File: config.mk
export PLATFORM = sky130hd
export DESIGN_NAME = pjw_driver
export DESIGN_NICKNAME = d
export VERILOG_FILES = /design/src/rtl/pjw_driver.sv
export SDC_FILE = /design/constraint.sdc
export NUM_CORES = 1
export LEC_CHECK = 0
export BUFFER_PORTS_ARGS = -buffer_cell sky130_fd_sc_hd__buf_4
export CAP_MARGIN = 5
export CORE_MARGIN = 4
export CORE_UTILIZATION = 45
export DETAILED_ROUTE_END_ITERATION = 12
export GPL_ROUTABILITY_DRIVEN = 0
export SETUP_SLACK_MARGIN = 0.3
export SLEW_MARGIN = 20
export SYNTH_ARGS = -nofsm -noshare
export SYNTH_HDL_FRONTEND = slang
export SYNTH_SLANG_ARGS = --single-unit
File: constraint.sdc
create_clock -name clk -period 5.7 [get_ports clk]
set_input_delay 0 -clock clk [delete_from_list [all_inputs] [get_ports clk]]
set_output_delay 0 -clock clk [all_outputs]
set_load 0.01 [all_outputs]
File: src/rtl/pjw_driver.sv
// pjw_driver: byte-stream front end for the PJW hash core.
// Packs a byte-serial message big-endian into 32-bit words, issues the
// word-count/word sequence to the core, captures its hash and returns it on a
// valid/ready result port. Oversized messages are drained and flagged.
// Optional build macro PJW_DRV_TIMEOUT_EN adds a watchdog on the core response.
module pjw_driver #(
    parameter int unsigned MAX_WORDS      = 6,
    parameter int unsigned TIMEOUT_CYCLES = 1024
) (
    input  logic        clk,
    input  logic        rst,
    input  logic        in_valid,
    input  logic [7:0]  in_byte,
    input  logic        in_last,
    output logic        in_ready,
    output logic        core_valid,
    output logic [31:0] core_data,
    input  logic        core_ready,
    input  logic [31:0] core_hash,
    output logic        res_valid,
    output logic [31:0] res_hash,
    output logic        res_err,
    input  logic        res_ready
);

    localparam int unsigned WC_W = 3;
    localparam logic [WC_W-1:0] WC_MAX = WC_W'(MAX_WORDS);

    // Reject configurations the core's word store cannot hold.
    if (MAX_WORDS < 1 || MAX_WORDS > 6 || TIMEOUT_CYCLES < 1) begin : g_param_check
        $error("pjw_driver: MAX_WORDS must be 1..6 and TIMEOUT_CYCLES >= 1");
    end

    typedef enum logic [2:0] {
        S_FILL,
        S_SEND_LEN,
        S_SEND_DATA,
        S_WAIT,
        S_RESP,
        S_DRAIN
    } state_t;

    state_t            state, state_next;
    logic [31:0]       word_buf [MAX_WORDS];
    logic [31:0]       buf_next [MAX_WORDS];
    logic [WC_W-1:0]   wcnt, wcnt_next;
    logic [1:0]        bcnt, bcnt_next;
    logic [WC_W-1:0]   nwords, nwords_next;
    logic [WC_W-1:0]   widx, widx_next;
    logic              ovf, ovf_next;
    logic              in_ready_next;
    logic              core_valid_next;
    logic [31:0]       core_data_next;
    logic              res_valid_next;
    logic [31:0]       res_hash_next;
    logic              res_err_next;
    logic              byte_acc;

`ifdef PJW_DRV_TIMEOUT_EN
    localparam int unsigned TC_W = $clog2(TIMEOUT_CYCLES + 1);
    localparam logic [TC_W-1:0] TC_LAST = TC_W'(TIMEOUT_CYCLES - 1);
    logic [TC_W-1:0]   tcnt, tcnt_next;
`endif

    assign byte_acc = in_valid & in_ready;

    // State, datapath and registered outputs.
    always_ff @(posedge clk) begin
        if (rst) begin
            state      <= S_FILL;
            for (int i = 0; i < int'(MAX_WORDS); i++) begin
                word_buf[i] <= '0;
            end
            wcnt       <= '0;
            bcnt       <= '0;
            nwords     <= '0;
            widx       <= '0;
            ovf        <= 1'b0;
            in_ready   <= 1'b0;
            core_valid <= 1'b0;
            core_data  <= '0;
            res_valid  <= 1'b0;
            res_hash   <= '0;
            res_err    <= 1'b0;
`ifdef PJW_DRV_TIMEOUT_EN
            tcnt       <= '0;
`endif
        end else begin
            state      <= state_next;
            word_buf   <= buf_next;
            wcnt       <= wcnt_next;
            bcnt       <= bcnt_next;
            nwords     <= nwords_next;
            widx       <= widx_next;
            ovf        <= ovf_next;
            in_ready   <= in_ready_next;
            core_valid <= core_valid_next;
            core_data  <= core_data_next;
            res_valid  <= res_valid_next;
            res_hash   <= res_hash_next;
            res_err    <= res_err_next;
`ifdef PJW_DRV_TIMEOUT_EN
            tcnt       <= tcnt_next;
`endif
        end
    end

    // Next-state and next-output logic.
    always_comb begin
        state_next      = state;
        buf_next        = word_buf;
        wcnt_next       = wcnt;
        bcnt_next       = bcnt;
        nwords_next     = nwords;
        widx_next       = widx;
        ovf_next        = ovf;
        core_valid_next = 1'b0;
        core_data_next  = '0;
        res_valid_next  = res_valid;
        res_hash_next   = res_hash;
        res_err_next    = res_err;
`ifdef PJW_DRV_TIMEOUT_EN
        tcnt_next       = '0;
`endif

        case (state)
            S_FILL: begin
                if (byte_acc) begin
                    if (wcnt == WC_MAX) begin
                        // Byte beyond capacity: flag and discard the rest.
                        ovf_next = 1'b1;
                        if (in_last) begin
                            state_next     = S_RESP;
                            res_valid_next = 1'b1;
                            res_err_next   = 1'b1;
                            res_hash_next  = '0;
                        end else begin
                            state_next = S_DRAIN;
                        end
                    end else begin
                        buf_next[wcnt][{~bcnt, 3'b000} +: 8] = in_byte;
                        bcnt_next = bcnt + 2'd1;
                        if (bcnt == 2'd3) begin
                            wcnt_next = wcnt + WC_W'(1);
                        end
                        if (in_last) begin
                            // The byte just written lives in word wcnt, so the
                            // message spans wcnt+1 words whether or not it is full.
                            nwords_next = wcnt + WC_W'(1);
                            state_next  = S_SEND_LEN;
                            if (core_ready) begin
                                core_valid_next = 1'b1;
                                core_data_next  = {29'b0, wcnt + WC_W'(1)};
                            end
                        end
                    end
                end
            end

            S_SEND_LEN: begin
                if (core_valid) begin
                    // Length word is on the bus this cycle; follow with word 0.
                    state_next      = S_SEND_DATA;
                    core_valid_next = 1'b1;
                    core_data_next  = word_buf[0];
                    widx_next       = WC_W'(1);
                end else if (core_ready) begin
                    core_valid_next = 1'b1;
                    core_data_next  = {29'b0, nwords};
                end
            end

            S_SEND_DATA: begin
                if (widx == nwords) begin
                    state_next = S_WAIT;
                end else begin
                    core_valid_next = 1'b1;
                    core_data_next  = word_buf[widx];
                    widx_next       = widx + WC_W'(1);
                end
            end

            S_WAIT: begin
                if (core_ready) begin
                    state_next     = S_RESP;
                    res_valid_next = 1'b1;
                    res_hash_next  = core_hash;
                    res_err_next   = 1'b0;
                end
`ifdef PJW_DRV_TIMEOUT_EN
                else if (tcnt == TC_LAST) begin
                    state_next     = S_RESP;
                    res_valid_next = 1'b1;
                    res_hash_next  = '0;
                    res_err_next   = 1'b1;
                end else begin
                    tcnt_next = tcnt + TC_W'(1);
                end
`endif
            end

            S_RESP: begin
                if (res_ready) begin
                    state_next     = S_FILL;
                    res_valid_next = 1'b0;
                    for (int i = 0; i < int'(MAX_WORDS); i++) begin
                        buf_next[i] = '0;
                    end
                    wcnt_next = '0;
                    bcnt_next = '0;
                    ovf_next  = 1'b0;
                end
            end

            S_DRAIN: begin
                if (byte_acc && in_last) begin
                    state_next     = S_RESP;
                    res_valid_next = 1'b1;
                    res_err_next   = ovf;
                    res_hash_next  = '0;
                end
            end

            default: begin
                state_next = S_FILL;
            end
        endcase

        // Only one message in flight: accept bytes only while filling or draining.
        in_ready_next = (state_next == S_FILL) || (state_next == S_DRAIN);
    end

endmodule

---- Yosys cells after proc, flatten, opt, wreduce, memory -nomap -nowiden ----
Cells that the tools add are included.
W data, S select, Z words.
storage, ports and cells
  flip-flop bits (word level) ............. 275
operators by class
  shift-type cells ........................ 2
  bitwise gates (word level) .............. 5
  magnitude comparators ................... 3
  add/subtract/negate cells ............... 4
  muxes and demuxes ....................... 66
  reduce and logical (&&, ||, !) cells .... 16
  equality and inequality tests ........... 19
operator list
  operator                  number
  $mux W192                 3
  $pmux W192 S2             1
  $mux W32                  10
  $bwmux W192               1
  $pmux W32 S3              2
  $bmux W32 S3              1
  $demux W32 S3             1
  $mux W3                   19
  $shift A8 B7 Y32 const A  1
  $shiftx A8 B7 Y32         1
  $ne A2 B2 Y1 const B      10
  $pmux W3 S6               1
  $mux W1                   17
  $eq A3 B3 Y1 const B      4
  $pmux W3 S2               2
  $reduce_and A4 Y1         3
  $ge A4 B4 Y1 const B      2
  $not A3 Y4                2
  $neg A5 Y7                1
  $reduce_and A7 Y1         1
  $add A3 B1 Y3 const B     2
  $eq A3 B2 Y1 const B      2
  $logic_not A3 Y1          2
  $mux W2                   3
  20 further kinds          23

---- Depth between registers and ports, before layout ----
  word-level depth ........................ 9
  gate-level depth with buffers ........... 9

---- Worst setup path before layout ----
OpenSTA, ideal clock, no wires.
  kind .................................... register to register
  start ................................... register wcnt[0]
  end ..................................... register word_buf[0] (netlist name)
  cell stages (with the launch flop) ...... 8
  path buffers ............................ 1
  clock period less this slack ............ 2.472 ns
  data arrival time ....................... 2.413 ns
  setup slack ............................. 3.228 ns
  library setup time ...................... 0.059 ns
  required time ........................... 5.641 ns
  path through ............................ dfxtp_1 > clkbuf_1 > inv_1 > ha_1 > a2111o_1 > or4_4 > nor2_8 > a22o_1
between the ends
  longest elaborated chain between the ends .. 9
  elaborated cells between the ends (all ways) .. 13
  those cells by class .................... order compare (2); eq/ne (2); mux (6); bitwise (1); reduce/logical (2)
RTL lines
  element                                                             RTL line  text
  from (decl)                                                         46        logic [WC_W-1:0] wcnt, wcnt_next;
  from (signal assigned)                                              91        wcnt <= wcnt_next;
  $not A3 Y4                                                          141       buf_next[wcnt][{~bcnt, 3'b000} +: 8] = in_byte;
  $ge A4 B4 Y1 (implied by the code) or $lt A4 B1 Y1 (tied branches)  141
  $logic_and A1 B1 Y1 (implied by the code)                           141
  $mux W32 (implied by the code)                                      141
  $demux W32 S3                                                       141
  $bwmux W192                                                         141
  $mux W192                                                           129       if (wcnt == WC_MAX) begin
  $mux W192                                                           128       if (byte_acc) begin
  $pmux W192 S2                                                       126       case (state)
  to (signal assigned)                                                90        word_buf <= buf_next;
  to (decl)                                                           44        logic [31:0] word_buf [MAX_WORDS];
Parallel ways exist; a longest one is shown, timed or not. The select of a mux whose other input is x is not followed.
A chain may end at the register's enable or synchronous reset.

---- Worst setup path after layout ----
  start ................................... register wcnt[0]
  end ..................................... register word_buf[68] (netlist name)
The elaborated chain is that of the path after synthesis.

==> flow_metrics.tcl <==
set metrics [dict create \
    relSlewSlack_pct 32.0 \
    cts_root_buf "clkbuf_16" \
    synth_commonest_cells "dfxtp_1 (275), a22o_1 (198), nand2_1 (81)" \
    finalSetupViolCount 0 \
    power.leakage_nw 5.26 \
    irDropWorstVdd_v 0.000216 \
    slew_viol_final 0 \
    ios 114 \
    worstSetupPathType "register to register" \
    synth_ff_type "dfxtp_1" \
    cts.clk_slew.worst_paths_ps 50 \
    numCtsBuffers 30 \
    dieArea_mm2 0.0277 \
    ys_types 64 \
    dp_hpwl_um 19100 \
    min_path_type "input port to register" \
    firstDrtPassIters 5 \
    max_freq_mhz 327 \
    synth_most_common_cell "dfxtp_1" \
    syn_inst 1033 \
    cts_max_level 1 \
    fin_skew_ps 13.6 \
    crit_fanout 15 \
    core.rowCount 57 \
    cap_violations 0 \
    worst-path-buf-inv 1 \
    grt_pass1_vias 8698 \
    fin_crit_ps 3060 \
    synth_top_family_by_area "compound AO/OA/AOI/OAI gates" \
    worst_ep_required_time_ps 6180 \
    use_met3_pct 3.98 \
    synth_warnings 0 \
    cts.sinks 275 \
    synth.cell_area_mm2 0.0113 \
    critPathMaxStageDelay_ps 840 \
    area_growth_pct 22.2 \
    cp-end-kind "register" \
    start_util_pct 46.1 \
    clkLatencyLatePin_ps 550 \
    drive_above_1_share_pct 19.5 \
    grt_pass1_wl_um 49700 \
    status "completed" \
    antenna-diode-count 0 \
    vias 8821 \
    die_w_um 167 \
    crit_arrival_ps 3540 \
    vias_per_cell 5.89 \
    grtUsageMet2_pct 34.0 \
    synth_nets 1087 \
    worst_pin_slew_ps 1020 \
    crit_chain "inv_1, ha_1, a2111oi_4, nand2_2, nor3_1, a22o_1" \
    cp_slowest_cell "nor3_1" \
    finalHoldViolCount 0 \
    wl_um 30900 \
    post_cts_resized 0 \
    fin_nets 1207 \
    total_power_mw 4.41 \
    core_area_mm2 0.0245 \
    cts_tree "built" \
    cp_top_family "simple AND/OR/NAND/NOR gates" \
    fillCellCount 2146 \
    finalCritPeriodShare_pct 53.7 \
    rsz0062_at_grt "false" \
    grt_max_degree 61 \
    p_per_area_mw_per_mm2 319 \
    synth_compound_area_share_pct 24.4 \
    fin_tns_setup_ps 0 \
    drc 0 \
    synth-seq-cells 275 \
    synth_xor_area_share_pct 0.387 \
    synth.area.top_cells "dfxtp_1 (49%), a22o_1 (15%), mux4_2 (6.4%)" \
    synth_top_area_cell "dfxtp_1" \
    avgSynthCellArea_um2 10.9 \
    synth_edf_count 0 \
    ant_nets 0 \
    synthAdderAreaFrac_pct 0.885 \
    grt_use_total_pct 21.6 \
    synthArstFlopShare_pct 0 \
    clock_path_buffers 3 \
    yosysSeqAreaShare_pct 48.7 \
    post_drt_wl_per_cell_um 20.6 \
    port_buffers 113 \
    die_h_um 167 \
    synth.top_cell.area_share_pct 48.7 \
    synth-simple-area-share_pct 8.97 \
    overflow 0 \
    grt.busiest_layer "met2" \
    antenna_found_initial 0 \
    groute.layer.met1.usage_pct 31.4 \
    synthMuxAreaShare_pct 12.4 \
    drt_iter0_drc 697 \
    cp-start-kind "register" \
    postCtsSetupRepairBufs 0 \
]
==> path summary, 6_finish.rpt <==
check             slack (ps)  cells past startpoint                      start                        end
setup / recovery        2640                      6       wcnt[0]$_SDFFE_PP0P_  word_buf[68]$_SDFFE_PP0P_
hold / removal           260                      4              core_hash[18]  res_hash[18]$_SDFFE_PP0P_
setup reg to reg        2640                      6       wcnt[0]$_SDFFE_PP0P_  word_buf[68]$_SDFFE_PP0P_
hold reg to reg          450                      2  res_hash[14]$_SDFFE_PP0P_  res_hash[14]$_SDFFE_PP0P_
==> metrics by stage <==
step,worst slack (ps),hold slack (ps),util [%],area (um2),std cells
after floorplan,3230,133,-,11300,1033
after global placement,2810,258,50.1,12300,1400
after detailed placement,2710,264,50.1,12300,1400
after CTS,2690,240,56.3,13800,1497
after global routing,2410,263,56.3,13800,1497
final,2640,262,56.3,13800,1497
==> logic make-up (layout without fill, tap and decap cells) <==
| logic type | count (synthesis) | count (layout) |
|---|---|---|
| buffers and inverters | 114 | 254 |
| XOR/XNOR | 5 | 5 |
| AND/OR/NAND/NOR | 188 | 188 |
| flip-flops | 275 | 275 |
| multiplexers | 100 | 100 |
| adder cells (fa/ha/maj) | 8 | 8 |
| AO/OA/AOI/OAI | 343 | 343 |
==> registers in the layout (all words and copies together), names as in the netlist <==
name,cells
core_data,32
wcnt,3
widx,3
nwords,3
word_buf,192
state,3
core_valid,1
ovf,1
res_err,1
in_ready,1
res_valid,1
res_hash,32
bcnt,2
==> worst reg2reg max path, cell delays in order, from the launching register on <==
cell	delay, ps
dfxtp_1	570
inv_1	160
ha_1	310
a2111oi_4	640
nand2_2	240
nor3_1	840
a22o_1	250
==> timing repair <==
| item | CTS | global route |
|---|---|---|
| hold buffers | 45 | 0 |
| endpoints found under the setup margin | 0 | 0 |
| hold endpoints to repair | 240 | 0 |
==> area by class of cell <==
cell class	instances	area (um2)	share of cell area, %
repair buffers	164	1340	9.72
flip-flops and latches	275	5510	39.9
well taps	324	405	2.93
clock inverters	13	223	1.61
inverters	38	143	1.03
clock buffers	39	847	6.13
multi-input cells	644	5350	38.7
==> power by group <==
group	switching, mW	internal [mW]	total, mW	leakage, nW
Sequential	0.0409	1.94	1.98	2.22
Clock	0.774	1.31	2.08	0.516
Combinational	0.210	0.135	0.346	2.52
==> layer usage <==
| metal | wire length (um) | vias up | part of all wire (%) |
|---|---|---|---|
| met5 | 0 | - | 0 |
| met4 | 467 | 0 | 1.5 |
| met3 | 2020 | 36 | 6.6 |
| met2 | 13800 | 244 | 45 |
| met1 | 14600 | 4361 | 47 |
| li1 | - | 4180 | - |
==> layout by cell type, fill, tap and decap left out, types with 4 or more instances in the layout <==
cell type / Yosys / routed
a211oi_1: 5 / 5
a21o_1: 8 / 8
a21oi_1: 26 / 26
a21oi_2: 5 / 5
a22o_1: 198 / 198
a32o_1: 24 / 24
a32oi_1: 4 / 4
and3_1: 4 / 4
buf_4: 4 / 119
bufinv_16: 0 / 6
clkbuf_1: 44 / 5
clkbuf_16: 0 / 32
clkinv_2: 0 / 4
dfxtp_1: 275 / 273
dlygate4sd3_1: 0 / 45
ha_1: 8 / 8
inv_1: 38 / 38
mux2i_1: 66 / 66
mux4_2: 32 / 32
nand2_1: 81 / 81
nand2b_1: 10 / 9
nand3_1: 7 / 7
nor2_1: 32 / 30
nor2_8: 4 / 4
nor2b_1: 5 / 5
nor3_1: 8 / 7
o21ai_0: 28 / 28
o22ai_1: 30 / 30
xor2_1: 5 / 5
Power figures use the tool's default switching activity.
